===== src/rtl/dll_walker_pkg.sv =====
// Shared atari7800 definitions for the MARIA display-list-list walker:
// FSM states, DLL byte0 field positions and entry size.
package dll_walker_pkg;

  typedef enum logic [2:0] {
    ST_IDLE,
    ST_FETCH0,
    ST_FETCH1,
    ST_FETCH2,
    ST_READY
  } dll_state_t;

  localparam int DLI_BIT         = 7;
  localparam int H16_BIT         = 6;
  localparam int H8_BIT          = 5;
  localparam int OFFSET_MSB      = 3;
  localparam int DLL_ENTRY_BYTES = 3;

  // Byte index within the current DLL entry for a given fetch state.
  function automatic logic [1:0] fetch_idx(dll_state_t s);
    case (s)
      ST_FETCH1: fetch_idx = 2'd1;
      ST_FETCH2: fetch_idx = 2'd2;
      default:   fetch_idx = 2'd0;
    endcase
  endfunction

endpackage


===== src/rtl/dll_walker_if.sv =====
// Memory read bus between the DLL walker (master) and the memory arbiter (slave).
interface dll_walker_if;
  logic        rd_req;
  logic [15:0] rd_addr;
  logic        rd_ack;
  logic [7:0]  rd_data;

  modport master (output rd_req, rd_addr, input rd_ack, rd_data);
  modport slave  (input rd_req, rd_addr, output rd_ack, rd_data);
endinterface


===== src/rtl/dll_walker.sv =====
// MARIA DLL sequencer: walks 3-byte DLL entries from ZP each frame and hands the
// line DMA engine one display-list pointer/offset/holey flags per scanline.
module dll_walker
  import dll_walker_pkg::*;
#(
  parameter int ENTRY_BYTES = DLL_ENTRY_BYTES,
  parameter int OFFSET_W    = OFFSET_MSB + 1
) (
  input  logic                pclk_0,
  input  logic                reset_b,
  input  logic [15:0]         zp,
  input  logic                zp_written,
  input  logic                dma_en,
  input  logic                frame_start,
  input  logic                line_start,
  dll_walker_if.master        mem,
  output logic                dl_valid,
  output logic [15:0]         dl_ptr,
  output logic [OFFSET_W-1:0] offset,
  output logic                h16,
  output logic                h8,
  output logic                dli_req,
  output logic                line_overrun
);

  dll_state_t state_q, state_d;

  logic                restart_q, restart_d;
  logic                pending_q, pending_d;
  logic [15:0]         dll_addr_q, dll_addr_d;
  logic                hdr_dli_q, hdr_dli_d, hdr_h16_q, hdr_h16_d, hdr_h8_q, hdr_h8_d;
  logic [OFFSET_W-1:0] hdr_off_q, hdr_off_d;
  logic [7:0]          ptr_hi_q, ptr_hi_d;
  logic [15:0]         zone_ptr_q, zone_ptr_d;
  logic                zone_dli_q, zone_dli_d, zone_h16_q, zone_h16_d, zone_h8_q, zone_h8_d;
  logic [OFFSET_W-1:0] line_cnt_q, line_cnt_d;
  logic                dl_valid_q, dl_valid_d, dli_q, dli_d, overrun_q, overrun_d;
  logic [15:0]         dl_ptr_q, dl_ptr_d;
  logic [OFFSET_W-1:0] offset_q, offset_d;
  logic                h16_q, h16_d, h8_q, h8_d;

  logic go, fetching, loading, serve, zone_end;

  assign go       = frame_start && dma_en && zp_written;
  assign fetching = state_q inside {ST_FETCH0, ST_FETCH1, ST_FETCH2};
  // The one-cycle restart gap counts as loading so line requests are held.
  assign loading  = fetching || (state_q == ST_IDLE && restart_q);
  assign serve    = dma_en && !go && (state_q == ST_READY) && (line_start || pending_q);
  assign zone_end = serve && (line_cnt_q == '0);

  // NOTE: non-blocking (<=) in clocked blocks so every register samples pre-edge values.
  always_ff @(posedge pclk_0 or negedge reset_b) begin
    if (!reset_b) state_q <= ST_IDLE;
    else          state_q <= state_d;
  end

  // NOTE: every always_comb output gets a default first, otherwise a latch is inferred.
  always_comb begin
    state_d = state_q;
    if (!dma_en) begin
      state_d = ST_IDLE;
    end else if (go) begin
      state_d = (state_q == ST_IDLE) ? ST_FETCH0 : ST_IDLE;
    end else begin
      case (state_q)
        ST_IDLE:   if (restart_q)  state_d = ST_FETCH0;
        ST_FETCH0: if (mem.rd_ack) state_d = ST_FETCH1;
        ST_FETCH1: if (mem.rd_ack) state_d = ST_FETCH2;
        ST_FETCH2: if (mem.rd_ack) state_d = ST_READY;
        ST_READY:  if (zone_end)   state_d = ST_FETCH0;
        default:                   state_d = ST_IDLE;
      endcase
    end
  end

  always_comb begin
    mem.rd_req  = 1'b0;
    mem.rd_addr = '0;
    if (fetching) begin
      mem.rd_req  = 1'b1;
      mem.rd_addr = dll_addr_q + 16'(fetch_idx(state_q));
    end
  end

  always_comb begin
    restart_d  = 1'b0;
    pending_d  = pending_q;
    dll_addr_d = dll_addr_q;
    hdr_dli_d  = hdr_dli_q;
    hdr_h16_d  = hdr_h16_q;
    hdr_h8_d   = hdr_h8_q;
    hdr_off_d  = hdr_off_q;
    ptr_hi_d   = ptr_hi_q;
    zone_ptr_d = zone_ptr_q;
    zone_dli_d = zone_dli_q;
    zone_h16_d = zone_h16_q;
    zone_h8_d  = zone_h8_q;
    line_cnt_d = line_cnt_q;
    dl_valid_d = 1'b0;
    dli_d      = 1'b0;
    overrun_d  = 1'b0;
    dl_ptr_d   = dl_ptr_q;
    offset_d   = offset_q;
    h16_d      = h16_q;
    h8_d       = h8_q;

    if (!dma_en) begin
      pending_d = 1'b0;
    end else if (go) begin
      // A line_start coinciding with frame_start survives as the new pending request.
      dll_addr_d = zp;
      restart_d  = (state_q != ST_IDLE);
      pending_d  = line_start;
    end else begin
      if (loading && line_start) begin
        if (pending_q) overrun_d = 1'b1;
        else           pending_d = 1'b1;
      end

      if (fetching && mem.rd_ack) begin
        case (state_q)
          ST_FETCH0: begin
            hdr_dli_d = mem.rd_data[DLI_BIT];
            hdr_h16_d = mem.rd_data[H16_BIT];
            hdr_h8_d  = mem.rd_data[H8_BIT];
            hdr_off_d = mem.rd_data[OFFSET_W-1:0];
          end
          ST_FETCH1: ptr_hi_d = mem.rd_data;
          ST_FETCH2: begin
            zone_ptr_d = {ptr_hi_q, mem.rd_data};
            zone_dli_d = hdr_dli_q;
            zone_h16_d = hdr_h16_q;
            zone_h8_d  = hdr_h8_q;
            line_cnt_d = hdr_off_q;
            dll_addr_d = dll_addr_q + 16'(ENTRY_BYTES);
          end
          default: ;
        endcase
      end

      if (serve) begin
        dl_valid_d = 1'b1;
        dl_ptr_d   = zone_ptr_q;
        offset_d   = line_cnt_q;
        h16_d      = zone_h16_q;
        h8_d       = zone_h8_q;
        dli_d      = zone_dli_q && (line_cnt_q == '0);
        pending_d  = pending_q && line_start;
        if (line_cnt_q != '0) line_cnt_d = line_cnt_q - OFFSET_W'(1);
      end
    end
  end

  always_ff @(posedge pclk_0 or negedge reset_b) begin
    if (!reset_b) begin
      restart_q  <= 1'b0;
      pending_q  <= 1'b0;
      dll_addr_q <= '0;
      hdr_dli_q  <= 1'b0;
      hdr_h16_q  <= 1'b0;
      hdr_h8_q   <= 1'b0;
      hdr_off_q  <= '0;
      ptr_hi_q   <= '0;
      zone_ptr_q <= '0;
      zone_dli_q <= 1'b0;
      zone_h16_q <= 1'b0;
      zone_h8_q  <= 1'b0;
      line_cnt_q <= '0;
      dl_valid_q <= 1'b0;
      dli_q      <= 1'b0;
      overrun_q  <= 1'b0;
      dl_ptr_q   <= '0;
      offset_q   <= '0;
      h16_q      <= 1'b0;
      h8_q       <= 1'b0;
    end else begin
      restart_q  <= restart_d;
      pending_q  <= pending_d;
      dll_addr_q <= dll_addr_d;
      hdr_dli_q  <= hdr_dli_d;
      hdr_h16_q  <= hdr_h16_d;
      hdr_h8_q   <= hdr_h8_d;
      hdr_off_q  <= hdr_off_d;
      ptr_hi_q   <= ptr_hi_d;
      zone_ptr_q <= zone_ptr_d;
      zone_dli_q <= zone_dli_d;
      zone_h16_q <= zone_h16_d;
      zone_h8_q  <= zone_h8_d;
      line_cnt_q <= line_cnt_d;
      dl_valid_q <= dl_valid_d;
      dli_q      <= dli_d;
      overrun_q  <= overrun_d;
      dl_ptr_q   <= dl_ptr_d;
      offset_q   <= offset_d;
      h16_q      <= h16_d;
      h8_q       <= h8_d;
    end
  end

  assign dl_valid     = dl_valid_q;
  assign dl_ptr       = dl_ptr_q;
  assign offset       = offset_q;
  assign h16          = h16_q;
  assign h8           = h8_q;
  assign dli_req      = dli_q;
  assign line_overrun = overrun_q;

endmodule


===== src/flat_wrapper.sv =====
// flat-port wrapper written by rule: the top's interface ports become plain ports
module dll_walker_flat import dll_walker_pkg::*;
#(
  parameter int ENTRY_BYTES = DLL_ENTRY_BYTES,
  parameter int OFFSET_W    = OFFSET_MSB + 1
)
  (pclk_0, reset_b, zp, zp_written, dma_en, frame_start, line_start, dl_valid, dl_ptr, offset, h16, h8, dli_req, line_overrun, mem_rd_req, mem_rd_addr, mem_rd_ack, mem_rd_data);
  dll_walker_if mem_i ();
  input  logic pclk_0;
  input  logic reset_b;
  input  logic [15:0] zp;
  input  logic zp_written;
  input  logic dma_en;
  input  logic frame_start;
  input  logic line_start;
  output logic dl_valid;
  output logic [15:0] dl_ptr;
  output logic [OFFSET_W-1:0] offset;
  output logic h16;
  output logic h8;
  output logic dli_req;
  output logic line_overrun;
  output wire logic [$bits(mem_i.rd_req)-1:0] mem_rd_req;
  output wire logic [$bits(mem_i.rd_addr)-1:0] mem_rd_addr;
  input wire logic [$bits(mem_i.rd_ack)-1:0] mem_rd_ack;
  input wire logic [$bits(mem_i.rd_data)-1:0] mem_rd_data;
  assign mem_rd_req = mem_i.rd_req;
  assign mem_rd_addr = mem_i.rd_addr;
  assign mem_i.rd_ack = mem_rd_ack;
  assign mem_i.rd_data = mem_rd_data;
  dll_walker #(.ENTRY_BYTES(ENTRY_BYTES), .OFFSET_W(OFFSET_W)) u_core (.pclk_0(pclk_0), .reset_b(reset_b), .zp(zp), .zp_written(zp_written), .dma_en(dma_en), .frame_start(frame_start), .line_start(line_start), .mem(mem_i), .dl_valid(dl_valid), .dl_ptr(dl_ptr), .offset(offset), .h16(h16), .h8(h8), .dli_req(dli_req), .line_overrun(line_overrun));
endmodule

===== config.mk =====
export PLATFORM = sky130hd
export DESIGN_NAME = dll_walker_flat
export DESIGN_NICKNAME = d
export VERILOG_FILES = /design/src/rtl/dll_walker_pkg.sv /design/src/rtl/dll_walker_if.sv /design/src/rtl/dll_walker.sv /design/src/flat_wrapper.sv
export SDC_FILE = /design/constraint.sdc
export NUM_CORES = 1
export LEC_CHECK = 0
export ABC_AREA = 1
export CORE_MARGIN = 2
export CORE_UTILIZATION = 50
export CTS_BUF_LIST = sky130_fd_sc_hd__clkbuf_2 sky130_fd_sc_hd__clkbuf_4 sky130_fd_sc_hd__clkbuf_8
export CTS_CLUSTER_DIAMETER = 150
export DETAILED_ROUTE_END_ITERATION = 10
export PLACE_DENSITY = 0.87
export RECOVER_POWER = 50
export SETUP_SLACK_MARGIN = 0.02
export SLEW_MARGIN = 20
export SYNTH_ARGS = -nofsm -noshare
export SYNTH_HDL_FRONTEND = slang
export SYNTH_SLANG_ARGS = --single-unit

===== constraint.sdc =====
create_clock -name pclk_0 -period 3.6 [get_ports pclk_0]
set_clock_uncertainty 0.1 [all_clocks]
set_input_delay 0.72 -clock pclk_0 [delete_from_list [all_inputs] [get_ports pclk_0]]
set_output_delay 0.72 -clock pclk_0 [all_outputs]
set_load 0.01 [all_outputs]

==> metrics.cfg, run 1 <==
[detailed_routing]
post_drt_via_cell_ratio=5.31
postRouteAntennaNets=0
detailroute.via_count=4139
drtPass1Iterations=5
dr.first_iter.drc_count=292
drcViolationCount=0
routed_wl_um=11400
post_drt_wl_per_cell_um=14.6

[synth]
synth_adder_area_share_pct=1.83
synthSimpleGateAreaFrac_pct=32.8
synth_xor_xnor_area_share_pct=0.777
post-synth-top-area-cell=dfrtp_1
synthesis.nets=628
post_synth_inst_count=591
mappedNetlistArea_um2=4510
netlist.area_leader.share_pct=46.6
synth_seq_area_share_pct=46.6
synth_top_family_by_area=simple AND/OR/NAND/NOR gates
ys.warnings.count=0
synthDistinctLibCells=36
ys_top_cells_by_area=dfrtp_1 (47%), nand2_1 (19%), inv_1 (4.7%)
synth.mux.area_fraction_pct=0
synth-compound-area-share_pct=9.71
ys_dominant_reg_cell=dfrtp_1
synth-edff-count=0
synth.ff_latch_count=84
post_synth.cell_area_avg_um2=7.63
synthArstFlopShare_pct=100

[cts]
numClockSinks=84
clock_insertion_delay_at_the_later_pin_of_the_skew_report_ps=360
clock_tree.buffer_depth=2
cts_tree=done
htreeDepth=3
cts_inserted_buffers=9
ctsHoldBuffers=0
clk_pin_slew_worst_paths_ps=90
cts-root-buf=clkbuf_8

[finish]
multi_input_comb_area_um2=2020
areaGrowthSynthToFinish_pct=21.6
layout-drive-gt1-share_pct=9.39
layout.area.seq_um2=2100
fillCellCount=787
num-nets-final=703
antennaDiodeCount=0

[global_routing]
globalRoute.totalOverflow=0
grt_first_pass_wirelength_um=18900
track_usage_pct=23.9
initial_antenna_violation_count=0
largest_net_degree_at_the_start_of_global_routing=85
number_of_global_route_vias_before_repair=4084

[worst_setup_path]
cp_max_fo=6
required_ps=2780
worst-setup-path-type=reg2out
crit_path_arrival_time_ps=2650
worstReg2RegEnd=u_core.line_cnt_q[1]
ff2ff_path_depth=9
endpoint_kind=output pin
reg2reg_from=u_core.state_q[1]
worst_setup_path_start_kind=flop
r2r_setup_slack_ps=1120

[timing]
worstMarginPinSlew_ps=2090
worst_slew_margin_rel_pct=-39.3
maxClockFrequency_mhz=288
slew_viol_final=85
timing.final.setup_violations=0
timing.final.hold_violations=0
period_share_pct=96.3
worst_hold_slack_ps=377
setup_repair_after_global_routing_missed_its_margin=no
fin_setup_tns_ps=0
min_period_ps=3470

[outcome]
violations=capacitance limit, slew limit
outcome=finished with violations

[pwr]
vdd_drop_max_v=0.000366
total_power_uw=3630
cellPowerDensity_nw_per_um2=661
power.leakage_uw=0.00280

[placed_design]
place_hpwl_um=7970
finalWeightedCongestion=0.891
placement.io_buffers=72

[worst_hold_path]
worst_hold_startpoint=u_core.zone_h16_q
worstHoldEndpoint=u_core.h16
min_path_cells=2
worst_hold_path_type=reg2reg

[job]
maxCapViolCount=1

[floorplanning]
die_area_um2=9790
cell_row_count=34
core_region_area_um2=8720
io_pins=73
die_width_um=99.0
floorplan.initialDensity_pct=51.7
die_height_um=99.0

## worst max path at each step
stage,slack [ps],from,end
after floorplan,800,u_core.state_q[0],mem_rd_addr[8]
after global placement,400,u_core.state_q[0],mem_rd_addr[8]
after detailed placement,270,u_core.state_q[0],mem_rd_addr[8]
after CTS,50,u_core.state_q[1],mem_rd_addr[12]
after global routing,10,u_core.state_q[2],mem_rd_addr[5]
final,130,u_core.state_q[2],mem_rd_addr[5]
## flip-flops by register name, summed over array words and instances (netlist names), 3 cells and up
register,count
u_core.line_cnt_q,4
u_core.dl_ptr,16
u_core.hdr_off_q,4
u_core.state_q,3
u_core.zone_ptr_q,16
u_core.offset,4
u_core.dll_addr_q,16
u_core.ptr_hi_q,8
## per-layer routing
layer	global-route usage (%)	share of wire, %
met2	42.2	52
met5	0	0
met3	3.48	5.5
met4	10.2	2.5
met1	29.2	40
## layout make-up
type	count	share of cell area (%)
Sequential cell	84	38.4
Multi-Input combinational cell	429	36.8
Timing Repair Buffer	80	14.0
Inverter	62	4.31
Clock buffer	10	2.51
Tap cell	108	2.46
Clock inverter	6	1.53
## cell families after synthesis
logic type / count (synthesis)
flip-flops: 84
buffers and inverters: 78
XOR/XNOR: 4
AND/OR/NAND/NOR: 344
AO/OA/AOI/OAI: 75
adder cells (fa/ha/maj): 6
## cell usage in the layout (no fill, tap or decap), types with 3 or more instances in the layout
| master | n |
|---|---|
| nand2_1 | 233 |
| inv_2 | 4 |
| nor3_1 | 9 |
| xor2_1 | 3 |
| nor2_2 | 6 |
| dfrtp_1 | 82 |
| ha_1 | 5 |
| a21oi_1 | 13 |
| buf_4 | 7 |
| dlygate4sd2_1 | 4 |
| o21ai_0 | 40 |
| inv_1 | 56 |
| nor2_1 | 45 |
| clkbuf_8 | 10 |
| clkinv_4 | 3 |
| o21ai_2 | 7 |
| clkdlybuf4s50_1 | 56 |
| nand3_1 | 32 |
| dlygate4sd3_1 | 10 |
| nand4_1 | 3 |
| o21ai_1 | 6 |
| nand2_2 | 6 |
| nor2_4 | 3 |
## power by group
group / switching, uW / internal, uW / total (uW)
combinational: 833 / 574 / 1410
clock: 373 / 354 / 727
sequential: 240 / 1250 / 1490
total: 1450 / 2180 / 3630
## timing repair
item                       in CTS  in global routing
resized for setup               6                  7
pin swaps                       0                  2
setup endpoints to repair       6                 10
setup buffers                   2                  3
## synth_stat cells (5+ instances only)
| library cell | instances |
|---|---|
| a21oi_1 | 13 |
| buf_4 | 5 |
| buf_6 | 7 |
| dfrtp_1 | 84 |
| ha_1 | 5 |
| inv_1 | 56 |
| nand2_1 | 233 |
| nand3_1 | 33 |
| nor2_1 | 44 |
| nor2_2 | 5 |
| nor2_4 | 5 |
| nor3_1 | 10 |
| o21ai_0 | 39 |
| o21ai_1 | 7 |
| o21ai_2 | 7 |
## critical path, stage by stage (launching register included)
cell and delay (ps):
dfrtp_1 420, inv_2 120, nand3_2 120, inv_1 130, ha_1 240, a21oi_1 210, nor2_2 120, nand2_1 130
o21ai_0 90, a21oi_1 150, clkdlybuf4s50_1 550
## per-stage QoR
stage	setup slack (ps)	utilization (%)	cell area, um2	instances
6_report	132	62.9	5480	779
3_3_place_gp	397	60.2	5250	758
4_1_cts	53.8	62.9	5480	776
5_1_grt	10.4	62.9	5480	779
3_5_place_dp	265	60.2	5250	758
2_1_floorplan	805	-	4510	591
No activity file was read; power rests on OpenSTA's default activity.
==> run 2, diff against run 1 <==
--- a/config.mk
+++ b/config.mk
@@ -6,12 +6,14 @@
 export NUM_CORES = 1
 export LEC_CHECK = 0
 export ABC_AREA = 1
+export CORE_ASPECT_RATIO = 2
 export CORE_MARGIN = 2
-export CORE_UTILIZATION = 50
+export CORE_UTILIZATION = 40
 export CTS_BUF_LIST = sky130_fd_sc_hd__clkbuf_2 sky130_fd_sc_hd__clkbuf_4 sky130_fd_sc_hd__clkbuf_8
 export CTS_CLUSTER_DIAMETER = 150
 export DETAILED_ROUTE_END_ITERATION = 10
-export PLACE_DENSITY = 0.87
+export GPL_ROUTABILITY_DRIVEN = 0
+export PLACE_DENSITY = 0.75
 export RECOVER_POWER = 50
 export SETUP_SLACK_MARGIN = 0.02
 export SLEW_MARGIN = 20
==> run 2 against run 1 <==
The flow still finishes with violations (capacitance limit, slew limit). Critical endpoint is now mem_rd_addr[13]. Power decreased by 1.4%. Final cell count increased by 3.9%. Non-clock buffer count decreased by 2. Register-to-register slack improved by 150 ps. Utilization decreased by 13 points. Combinational power decreased by 3%. Highest routed layer unchanged. Die area increased by 24%.
==> metrics.cfg, run 2 (synthesis gave the netlist of run 1 again) <==
[outcome]
outcome=finished with violations
violations=capacitance limit, slew limit

[cts]
ctsHoldBuffers=0
numClockSinks=84
clk_pin_slew_worst_paths_ps=90
htreeDepth=3
cts_tree=done
clock_tree.buffer_depth=2
clock_insertion_delay_at_the_later_pin_of_the_skew_report_ps=360
cts-root-buf=clkbuf_8
cts_inserted_buffers=9

[timing]
slew_viol_final=85
worstMarginPinSlew_ps=2070
final_critical_path_setup_slack_ps=182
fin_setup_tns_ps=0
worst_hold_slack_ps=370
worst_slew_margin_rel_pct=-37.7
timing.final.setup_violations=0
maxClockFrequency_mhz=293
setup_repair_after_global_routing_missed_its_margin=yes
timing.final.hold_violations=0
period_share_pct=94.9
min_period_ps=3420

[detailed_routing]
post_drt_via_cell_ratio=5.03
drcViolationCount=0
routed_wl_um=11300
dr.first_iter.drc_count=301
drtPass1Iterations=6
detailroute.via_count=4070
postRouteAntennaNets=0
post_drt_wl_per_cell_um=14.0

[worst_setup_path]
endpoint_kind=output pin
r2r_setup_slack_ps=1270
cp_max_fo=6
crit_path_arrival_time_ps=2600
worst_setup_path_start_kind=flop
required_ps=2780
worst-setup-path-type=reg2out

[placed_design]
place_worst_setup_slack_ps=314
place_hpwl_um=8510
placement.io_buffers=72
postPlaceCellArea_um2=5300

[global_routing]
globalRoute.totalOverflow=0
largest_net_degree_at_the_start_of_global_routing=85
track_usage_pct=19.4
grt_first_pass_wirelength_um=18700
initial_antenna_violation_count=0
number_of_global_route_vias_before_repair=4092

[finish]
mostFrequentLayoutCells=nand2_1 (234), dfrtp_1 (82), inv_1 (57)
layout-drive-gt1-share_pct=8.82
areaGrowthSynthToFinish_pct=22.2
mostFrequentLayoutCell=nand2_1
final_cell_area_um2=5510
multi_input_comb_area_um2=2020
num-nets-final=701
fillCellCount=1071
antennaDiodeCount=0
layout.area.seq_um2=2100

[floorplanning]
core_region_area_um2=10900
die_height_um=154
floorplan.initialDensity_pct=41.2
die_area_um2=12200
io_pins=73
die_width_um=79.1
cell_row_count=54

[worst_hold_path]
worst_hold_path_type=reg2reg

[job]
maxCapViolCount=1

[pwr]
cellPowerDensity_nw_per_um2=649
vdd_drop_max_v=0.000298
power.leakage_uw=0.00284
total_power_uw=3580

-- run 2: changes by cell type in the layout (fill, tap and decap cells not counted), sizes merged, moves of 3 or more --
cell           change
clkinv             -4
dlygate4sd3        +3
dlymetal6s2s       +3
clkdlybuf4s50      -5
clkinvlp           +3
-- run 2: path summary, 6_finish.rpt --
| check | start | endpoint | cells after the start |
|---|---|---|---|
| setup / recovery | u_core.state_q[0] | mem_rd_addr[13] | 10 |
| hold / removal | u_core.zone_ptr_q[0] | u_core.dl_ptr[0] | 2 |
| setup reg to reg | u_core.state_q[2] | u_core.dll_addr_q[13] | 7 |
| hold reg to reg | u_core.zone_ptr_q[0] | u_core.dl_ptr[0] | 2 |
| max in group asynchronous | reset_b | u_core.state_q[1] | 1 |
| min in group asynchronous | reset_b | u_core.dll_addr_q[2] | 1 |
-- run 2: through the flow --
step	util, %	instances
5_1_grt	50.4	809
6_report	50.4	809
3_5_place_dp	48.4	791
3_3_place_gp	48.4	791
4_1_cts	50.3	808
2_1_floorplan	-	591
-- run 2: layout make-up --
| cell class | count | share of cell area [%] |
|---|---|---|
| clock buffer | 10 | 2.50 |
| clock inverter | 6 | 1.27 |
| inverter | 62 | 4.29 |
| multi-input combinational | 429 | 36.7 |
| sequential | 84 | 38.2 |
| tap | 140 | 3.18 |
| timing repair buffer | 78 | 13.9 |
-- run 2: worst max-delay path, cell delays in order (launching register included) --
cell	delay, ps
dfrtp_2	470
nand3_2	120
inv_1	80
ha_1	280
a21oi_1	90
nor2_2	240
nand2_1	120
nor2_1	140
nor2_1	60
nor2_1	100
clkdlybuf4s50_1	540
-- run 2: per-layer routing --
metal / vias to the layer above / share of wire, % / track usage [%]
li1: 1999 / - / -
met1: 1897 / 37 / 20.9
met2: 140 / 55 / 35.6
met3: 34 / 4.5 / 3.11
met4: 0 / 3.7 / 9.77
met5: - / 0 / 0
-- run 2: timing repair --
action / 4_1_cts / 5_1_grt
resized for setup: 4 / 9
endpoints found under the setup margin: 6 / 9
buffers inserted: 1 / 1
pin swaps: 0 / 1
endpoints found under the hold margin: 0 / 0
-- run 2: power breakdown --
group	switching (uW)	internal, uW	total [uW]	leakage, uW
Clock	356	344	701	0.0000955
Combinational	813	559	1370	0.00166
Sequential	249	1250	1500	0.00108
==> run 3, diff against run 2 <==
--- a/config.mk
+++ b/config.mk
@@ -6,6 +6,9 @@
 export NUM_CORES = 1
 export LEC_CHECK = 0
 export ABC_AREA = 1
+export CAP_MARGIN = 40
+export CELL_PAD_IN_SITES_DETAIL_PLACEMENT = 0
+export CELL_PAD_IN_SITES_GLOBAL_PLACEMENT = 1
 export CORE_ASPECT_RATIO = 2
 export CORE_MARGIN = 2
 export CORE_UTILIZATION = 40
@@ -13,7 +16,7 @@
 export CTS_CLUSTER_DIAMETER = 150
 export DETAILED_ROUTE_END_ITERATION = 10
 export GPL_ROUTABILITY_DRIVEN = 0
-export PLACE_DENSITY = 0.75
+export PLACE_DENSITY = 0.93
 export RECOVER_POWER = 50
 export SETUP_SLACK_MARGIN = 0.02
 export SLEW_MARGIN = 20
==> run 3 against run 2 <==
The flow still finishes with violations (capacitance limit, slew limit). First-iteration DRC count shrank 60%. Combinational power is essentially flat. Worst hold slack gained 5.8 ps. Clock power decreased by 4.0%. Critical path depth unchanged. Register-to-register slack got worse by 480 ps. Flip-flop and latch count unchanged. Power is 0.64% lower. Critical path type unchanged. Largest cell class unchanged. Largest power group unchanged.
==> metrics.cfg, run 3 (synthesis gave the netlist of run 1 again) <==
[outcome]
outcome=finished with violations
violations=capacitance limit, slew limit

[cts]
clock_insertion_delay_at_the_later_pin_of_the_skew_report_ps=360
numClockSinks=84
clk_pin_slew_worst_paths_ps=90
clock_tree.buffer_depth=2
cts-root-buf=clkbuf_8
cts_inserted_buffers=9
cts_tree=done
htreeDepth=3
ctsHoldBuffers=0

[pwr]
switching_share_pct=39.5
pwr-share-comb_pct=39.1
cellPowerDensity_nw_per_um2=646
power.leakage_uw=0.00282
sequentialPowerShare_pct=41.9
p_int_uw=2150
vdd_drop_max_v=0.000411
clock_power_share_pct=18.9
p_switching_uw=1400

[finish]
mostFrequentLayoutCells=nand2_1 (233), dfrtp_1 (82), inv_1 (57)
areaGrowthSynthToFinish_pct=22.0
layout-drive-gt1-share_pct=8.67
num-nets-final=702
mostFrequentLayoutCell=nand2_1
antennaDiodeCount=0

[placed_design]
placement.io_buffers=72
place_hpwl_um=8760

[timing]
min_period_ps=3420
period_share_pct=95.0
setup_repair_after_global_routing_missed_its_margin=no
worstMarginPinSlew_ps=2630
timing.final.setup_violations=0
maxClockFrequency_mhz=293
fin_setup_tns_ps=0
slew_viol_final=63
worst_slew_margin_rel_pct=-75.1
worst_hold_slack_ps=376
timing.final.hold_violations=0

[global_routing]
globalRoute.totalOverflow=0
number_of_global_route_vias_before_repair=4044
grt_first_pass_wirelength_um=19100
initial_antenna_violation_count=0
track_usage_pct=19.9
largest_net_degree_at_the_start_of_global_routing=49

[worst_setup_path]
crit_path_max_incr_delay_ps=540
required_ps=2780
ff2ff_path_depth=8
cp_max_fo=6
crit_path_top_delay_cell=clkdlybuf4s50_1
worst_setup_path_start_kind=flop
worst-setup-path-type=reg2out
crit_path_arrival_time_ps=2600
endpoint_kind=output pin
crit_path_cell_trace=nand3_2 > inv_1 > ha_1 > a21oi_1 > nor2_2 > buf_4 > nand2_2 > xor2_1 > nor2_1 > clkdlybuf4s50_1

[detailed_routing]
post_drt_via_cell_ratio=5.00
drtPass1Iterations=4
detail_route.wirelength.met1_um=4060
post_drt_wl_per_cell_um=14.3
detailroute.via_count=4047
postRouteAntennaNets=0
highest_layer=met4
detailroute.wirelength.met3_um=389
drcViolationCount=0
dr.first_iter.drc_count=119
routed_wl_um=11500
wl_met2_um=6760

[worst_hold_path]
min_path_cells=2
worst_hold_path_type=reg2reg

[floorplanning]
die_width_um=79.1
floorplan.initialDensity_pct=41.2
core_region_area_um2=10900
die_area_um2=12200
cell_row_count=54
die_height_um=154
io_pins=73

[job]
maxCapViolCount=2

## run 3: per-layer routing
layer	global-route usage [%]	up-vias
met5	0	-
met1	20.1	1917
li1	-	2006
met2	38.5	100
met4	8.87	0
met3	2.99	24
## run 3: critical path: cells and delay by family (launching register included)
| family | cells | cell delay, ps |
|---|---|---|
| buf+inv | 3 | 780 |
| flops | 1 | 470 |
| simple gates | 4 | 480 |
| compound gates | 1 | 80 |
| fa+ha+maj | 1 | 270 |
| xor+xnor | 1 | 160 |
## run 3: metrics by stage
stage / instance area, um2 / total power, uW / setup slack (ps) / util [%] / cells
6_report: 5500 / 3550 / 181 / 50.3 / 809
5_1_grt: 5500 / 3820 / 31.2 / 50.3 / 809
4_1_cts: 5520 / 3590 / 29.7 / 50.4 / 808
3_5_place_dp: 5310 / 2900 / 317 / 48.5 / 791
3_3_place_gp: 5290 / 2850 / 398 / 48.3 / 790
2_1_floorplan: 4510 / 2360 / 805 / - / 591
## run 3: final timing paths
path | startpoint | slack, ps | to
worst min register to register | u_core.zone_ptr_q[14] | 380 | u_core.dl_ptr[14]
max in group asynchronous | reset_b | 830 | u_core.h16
worst max-delay path | u_core.state_q[1] | 180 | mem_rd_addr[7]
min in group asynchronous | reset_b | 1080 | u_core.dli_req
worst max register to register | u_core.state_q[0] | 790 | u_core.line_cnt_q[2]
worst min-delay path | u_core.zone_ptr_q[14] | 380 | u_core.dl_ptr[14]
## run 3: what timing repair did
| action | in CTS | in global routing |
|---|---|---|
| pin swaps | 0 | 1 |
| setup endpoints to repair | 5 | 6 |
| resized for setup | 5 | 7 |
| buffers inserted | 2 | 1 |
## run 3: area by class of cell
| class | count | area [um2] |
|---|---|---|
| timing repair buffer | 79 | 783 |
| sequential | 84 | 2100 |
| fill | 1104 | 5440 |
| multi-input combinational | 429 | 2010 |
| clock buffer | 9 | 124 |
| tap | 140 | 175 |
| clock inverter | 6 | 70.1 |
| inverter | 62 | 236 |
## run 3: power groups by stage
stage	Combinational [uW]	Clock (uW)	Sequential [uW]
finish	1390	673	1490
detailed placement	1390	0	1510
CTS	1410	701	1480
global route	1560	732	1530
global placement	1350	0	1490
floorplan	913	0	1450
